===== src/rtl/serial_addsub.sv =====
// Bit-serial WIDTH-bit adder/subtractor: one full-adder cell, one bit per clock, LSB first.
// Latency: start sampled at E0, result valid and done pulsed in the cycle after E_WIDTH.
// Handshake: start is accepted only in IDLE or DONE and is ignored while busy.
module serial_addsub #(
    parameter int WIDTH = 8
) (
    input  logic             clk,
    input  logic             rst,
    input  logic             start,
    input  logic             sub,
    input  logic [WIDTH-1:0] a,
    input  logic [WIDTH-1:0] b,
    output logic             busy,
    output logic             done,
    output logic [WIDTH-1:0] result,
    output logic             cout,
    output logic             overflow
);

    localparam int CW = (WIDTH > 2) ? $clog2(WIDTH) : 1;

    localparam logic [1:0] S_IDLE = 2'd0;
    localparam logic [1:0] S_RUN  = 2'd1;
    localparam logic [1:0] S_DONE = 2'd2;

    localparam logic [CW-1:0] LAST_BIT = CW'(WIDTH - 1);

    logic [1:0]       state;
    logic [WIDTH-1:0] sh_a;
    logic [WIDTH-1:0] sh_b;
    logic [WIDTH-1:0] work;
    logic             carry;
    logic [CW-1:0]    cnt;

    logic sum_bit;
    logic carry_nxt;

    // Single full-adder cell working on the current LSBs of the operand shift registers.
    always_comb begin
        sum_bit   = sh_a[0] ^ sh_b[0] ^ carry;
        carry_nxt = (sh_a[0] & sh_b[0]) | (sh_a[0] & carry) | (sh_b[0] & carry);
    end

    // Control FSM and datapath; subtraction is a + ~b + 1 via inverted B and a preset carry.
    always_ff @(posedge clk or posedge rst) begin
        if (rst) begin
            state    <= S_IDLE;
            sh_a     <= '0;
            sh_b     <= '0;
            work     <= '0;
            carry    <= 1'b0;
            cnt      <= '0;
            result   <= '0;
            cout     <= 1'b0;
            overflow <= 1'b0;
        end else begin
            case (state)
                S_IDLE, S_DONE: begin
                    if (start) begin
                        sh_a  <= a;
                        sh_b  <= sub ? ~b : b;
                        carry <= sub;
                        cnt   <= '0;
                        work  <= '0;
                        state <= S_RUN;
                    end else begin
                        state <= S_IDLE;
                    end
                end
                S_RUN: begin
                    work  <= {sum_bit, work[WIDTH-1:1]};
                    sh_a  <= sh_a >> 1;
                    sh_b  <= sh_b >> 1;
                    carry <= carry_nxt;
                    cnt   <= cnt + 1'b1;
                    if (cnt == LAST_BIT) begin
                        // At the MSB step, carry still holds the carry into the MSB.
                        result   <= {sum_bit, work[WIDTH-1:1]};
                        cout     <= carry_nxt;
                        overflow <= carry ^ carry_nxt;
                        cnt      <= '0;
                        state    <= S_DONE;
                    end
                end
                default: begin
                    state <= S_IDLE;
                end
            endcase
        end
    end

    // Status outputs decode straight from the state, so busy and done are mutually exclusive.
    always_comb begin
        busy = (state == S_RUN);
        done = (state == S_DONE);
    end

endmodule


===== config.mk =====
export PLATFORM = sky130hd
export DESIGN_NAME = serial_addsub
export DESIGN_NICKNAME = d
export VERILOG_FILES = /design/src/rtl/serial_addsub.sv
export SDC_FILE = /design/constraint.sdc
export NUM_CORES = 1
export LEC_CHECK = 0
export BUFFER_PORTS_ARGS = -buffer_cell sky130_fd_sc_hd__buf_2
export CAP_MARGIN = 20
export CORE_UTILIZATION = 54
export DETAILED_ROUTE_END_ITERATION = 10
export PLACE_DENSITY = 0.88
export SYNTH_ARGS = -nofsm -noshare
export SYNTH_HDL_FRONTEND = slang
export SYNTH_SLANG_ARGS = --single-unit
export TNS_END_PERCENT = 10

===== constraint.sdc =====
create_clock -name clk -period 1.9 [get_ports clk]
set_clock_uncertainty 0.05 [all_clocks]
set_input_delay 0.095 -clock clk [delete_from_list [all_inputs] [get_ports clk]]
set_output_delay 0.095 -clock clk [all_outputs]
set_load 0.05 [all_outputs]

### Word-level counts from Yosys, hierarchy flattened

Cells that the tools add are included.
Widths: inputs -> output; s select.

| storage, ports and cells | value |
|---|---|
| memories | 0 |
| memory bits (writable) | 0 |
| bits in latches | 0 |
| register bits after elaboration | 40 |
| input bits | 20 |
| ROM bits | 0 |
| logic and storage cells | 44 |
| output and inout bits | 12 |

| operators by class | value |
|---|---|
| $mul | 0 |
| divide/modulo/power cells | 0 |
| add/sub/neg operators | 1 |
| eq/ne operators | 5 |
| bitwise operators | 9 |
| shifts and indexed selects | 0 |
| reductions and logical operators | 5 |
| mux-type cells | 15 |
| order comparisons | 0 |

Operators by type and width:

| kind | count |
|---|---|
| $pmux 8 s2 | 3 |
| $mux 8 | 4 |
| $not 8->8 | 1 |
| $mux 3 | 2 |
| $pmux 3 s2 | 1 |
| $pmux 2 s2 | 1 |
| $reduce_and 2->1 | 2 |
| $add 3x1->3 const B | 1 |
| $and 1x1->1 | 3 |
| $eq 3x3->1 const B | 1 |
| $xor 1x1->1 | 3 |
| $eq 2x1->1 const B | 1 |
| $eq 2x2->1 const B | 1 |
| $logic_not 2->1 | 1 |
| $mux 1 | 2 |
| $mux 2 | 1 |
| $ne 2x1->1 const B | 1 |
| $ne 2x2->1 const B | 1 |
| $or 1x1->1 | 2 |
| $pmux 1 s2 | 1 |
| $reduce_bool 2->1 | 1 |
| $reduce_or 2->1 | 1 |

### Longest topological paths before layout

| depth | value |
|---|---|
| word-level depth | 4 |
| mapped depth | 6 |

### Least setup slack after synthesis

Ideal clock, no wire load.

| path | value |
|---|---|
| path type | register to register |
| start point | register cnt[0] |
| end point | register cout |
| data arrival time | 1.443 ns |
| buffers on the path | 1 |
| stages on the path, launching flop included | 6 |
| slack | 0.283 ns |
| period minus slack after synthesis | 1.617 ns |
| library setup time | 0.125 ns |
| required time | 1.725 ns |
| path through | dfrtp_1 -> ha_1 -> ha_1 -> nand3b_1 -> buf_2 -> mux2_2 |

| between the ends | value |
|---|---|
| cells in the longest elaborated chain, start to end | 2 |

Ends and longest elaborated chain:

| what | line | source |
|---|---|---|
| start: declaration | 33 | `logic [CW-1:0] cnt;` |
| start signal: assignment | 75 | `cnt <= cnt + 1'b1;` |
| $eq 3x3->1 | 76 | `if (cnt == LAST_BIT) begin` |
| $reduce_and 2->1 (no line) | - |  |
| end signal: assignment | 79 | `cout <= carry_nxt;` |
| end: declaration | 16 | `output logic cout,` |

Every way passes these cells.
A chain may end at the register's enable or synchronous reset.

### Worst setup path in the final report

| path | value |
|---|---|
| start point | register state[1] |
| end point | output busy |

| between the ends | value |
|---|---|
| cells in the longest elaborated chain, start to end | 1 |

Ends and longest elaborated chain:

| what | line | source |
|---|---|---|
| start: declaration | 28 | `logic [1:0] state;` |
| start signal: assignment | 47 | `state <= S_IDLE;` |
| start signal: assignment | 65 | `state <= S_RUN;` |
| start signal: assignment | 67 | `state <= S_IDLE;` |
| $eq 2x1->1 | 94 | `busy = (state == S_RUN);` |
| end: declaration | 13 | `output logic busy,` |

Every way passes these cells.

==> flow_metrics.tcl <==
set metrics [dict create \
    synthAdderAreaFrac_pct 2.67 \
    n_fill_cell 218 \
    wl_um 3390 \
    slew_violations 0 \
    overflow 0 \
    status "complete, but fails checks" \
    drtAntennaViolNets 0 \
    nets 199 \
    syn-num-nets 156 \
    power.total_mw 3.67 \
    hold_viol_final 0 \
    core_area_sq_mm 0.00285 \
    layout_setup_ws_ns 0.168 \
    worstPathMaxFanout 17 \
    viasPerCell 5.90 \
    fin_util_pct 71.1 \
    post-place-ws_ns 0.286 \
    die_area_sq_mm 0.00335 \
    grt_max_degree 40 \
    clk_latency_ns 0.36 \
    cp.required_ns 1.75 \
    fin_crit_sh_pct 91.2 \
    power_density_mw_per_mm2 1810 \
    power.leakage_nw 1.01 \
    max-clock-path-buffers 2 \
    syn_area_per_cell_sq_um 12.7 \
    multiInputGateArea_sq_um 629 \
    drc 3 \
    io_buffers 31 \
    violations "design-rule violations" \
    start_util_pct 59.2 \
    cts_resized 0 \
    synth-simple-area-share_pct 9.41 \
    setup_tns_ns 0 \
    first_pass_iters 7 \
    netlist_instances 133 \
    numCtsBuffers 5 \
    start_kind "flip-flop" \
    hold_class "primary input to flip-flop" \
    drive_gt1_share_pct 31.1 \
    relSlewSlack_pct 57.5 \
    clk_pin_slew_worst_paths_ns 0.11 \
    die_h_um 57.9 \
    reg2reg_slack_ns 0.25 \
    crit_end "busy" \
    rows 19 \
    htreeDepth 2 \
    synth_compound_area_share_pct 14.5 \
    peakVddDrop_mv 0.878 \
    r2r_start "cnt[0]" \
    num_io_pins 32 \
    diodes 0 \
    yosysSeqAreaShare_pct 57.8 \
    cts.sinks 39 \
    dieWidth_um 57.9 \
    fmax_mhz 577 \
    maxCapViolations 0 \
    grt_pass1_vias 1251 \
    drt_iter0_drc 53 \
    clock-root-buffer "clkbuf_4" \
    startpoint "state[1]" \
    grt_pass1_wl_um 5600 \
    synth_cell_types 27 \
    rr_worst_depth 5 \
    ys_seq_elements 39 \
    endpoint_kind "output port" \
    synthesis.area_sq_mm 0.00169 \
    synth-xor-area-share_pct 4.67 \
    post-route-min-period_ns 1.73 \
    vias 1228 \
    gp_congestion 0.713 \
    arrival_ns 1.59 \
    synth_top_family_by_area "compound AO/OA/AOI/OAI gates" \
    yosysWarnings 0 \
    dp_hpwl_um 2100 \
    rsz0062_at_grt "no" \
    r2r_end "result[5]" \
    setup_viol 0 \
    grt_usage_pct 22.9 \
    synth.area.mux_share_pct 6.00 \
    wire_per_inst_um 16.3 \
    antenna_found_initial 0 \
    worstMarginPinSlew_ns 0.638 \
    syn2layout_area_growth_pct 20.2 \
    seq_area_sq_um 976 \
    crit_type "flip-flop to output port" \
    cts_tree "yes" \
]
[final cells by class]
class / instances / share of cell area (%)
Clock buffer: 6 / 2.53
Clock inverter: 2 / 1.73
Inverter: 4 / 0.740
Multi-Input combinational cell: 81 / 31.0
Sequential cell: 39 / 48.1
Tap cell: 31 / 1.91
Timing Repair Buffer: 45 / 13.9
[metal layers]
layer	track usage (%)	wire, um
met1	24.8	1330
met2	42.2	1830
met3	4.69	185
met4	10.9	36
met5	0	0
[power by group]
group          leakage (nW)  internal [mW]  switching (mW)  total [mW]
logic                 0.471          0.631            1.01        1.64
registers             0.493           1.20           0.244        1.45
clock network        0.0482          0.311           0.275       0.586
total                  1.01           2.14            1.53        3.67
[cells in the mapped netlist]
cell	count	share of area, %
inv_1	3	0.67
nor2_1	7	1.6
and2b_1	1	0.44
nand3b_1	1	0.44
nand2b_1	2	0.74
fa_1	1	1.2
clkbuf_1	1	0.22
buf_2	3	0.89
xnor2_1	8	4.2
ha_1	2	1.5
a22oi_1	8	3.6
buf_6	3	2.0
nand2_1	9	2.0
nor3_1	1	0.30
nand3_1	8	2.4
nor2b_1	1	0.37
xor2_1	1	0.52
mux2_2	9	6.0
buf_4	2	0.89
a21o_1	1	0.44
inv_2	1	0.22
a22o_1	10	5.2
a32o_1	1	0.59
a221o_1	7	4.2
dfrtp_1	39	58
o21ai_0	2	0.59
nor2_8	1	1.2
[flip-flops by register name, indices dropped and copies added (netlist names)]
register / flops
result: 8
sh_a: 8
sh_b: 8
work: 7
cnt: 3
state: 2
carry: 1
cout: 1
overflow: 1
[logic make-up after synthesis]
family          Yosys count
flops                    39
mux                       9
buf+inv                  13
fa+ha+maj                 3
compound gates           29
simple gates             31
xor+xnor                  9
[placed cells by master (no fill, tap or decap), drive strengths merged, types with 2 or more instances in the layout]
| cell type | Yosys | final |
|---|---|---|
| clkbuf | 1 | 6 |
| dfrtp | 39 | 39 |
| o21ai | 2 | 2 |
| nand3 | 8 | 8 |
| dlygate4sd3 | 0 | 9 |
| nor2 | 8 | 8 |
| a22o | 10 | 10 |
| a22oi | 8 | 8 |
| mux2 | 9 | 9 |
| a221o | 7 | 7 |
| inv | 4 | 4 |
| buf | 8 | 36 |
| ha | 2 | 2 |
| nand2b | 2 | 2 |
| nand2 | 9 | 9 |
| xnor2 | 8 | 8 |
[worst min path at each step]
stage          start   endpoint  slack (ns)  cells past startpoint
6_report        b[7]    sh_b[7]        0.03                      3
5_1_grt         b[7]    sh_b[7]        0.04                      3
2_1_floorplan   a[0]    sh_a[0]        0.17                      2
3_3_place_gp     rst    sh_a[0]        0.17                      3
3_5_place_dp     rst  result[6]        0.18                      3
4_1_cts         b[7]    sh_b[7]        0.03                      3
[worst max-delay path: stages (launching register included)]
cell and delay, ns:
dfrtp_1 0.41, nand2b_1 0.18, inv_2 0.30, buf_2 0.34
[metrics by stage]
| stage | hold WS (ns) | instance area, sq um | cells |
|---|---|---|---|
| after floorplan | 0.173 | 1690 | 133 |
| after global placement | 0.169 | 1850 | 191 |
| after detailed placement | 0.183 | 1850 | 191 |
| after CTS | 0.0320 | 2030 | 208 |
| after global routing | 0.0350 | 2030 | 208 |
| final | 0.0327 | 2030 | 208 |
[what timing repair did]
action / in CTS / in global routing
hold endpoints to repair: 47 / 0
setup buffers: 0 / 0
hold buffers: 9 / 0
(Power assumes the default switching activity.)
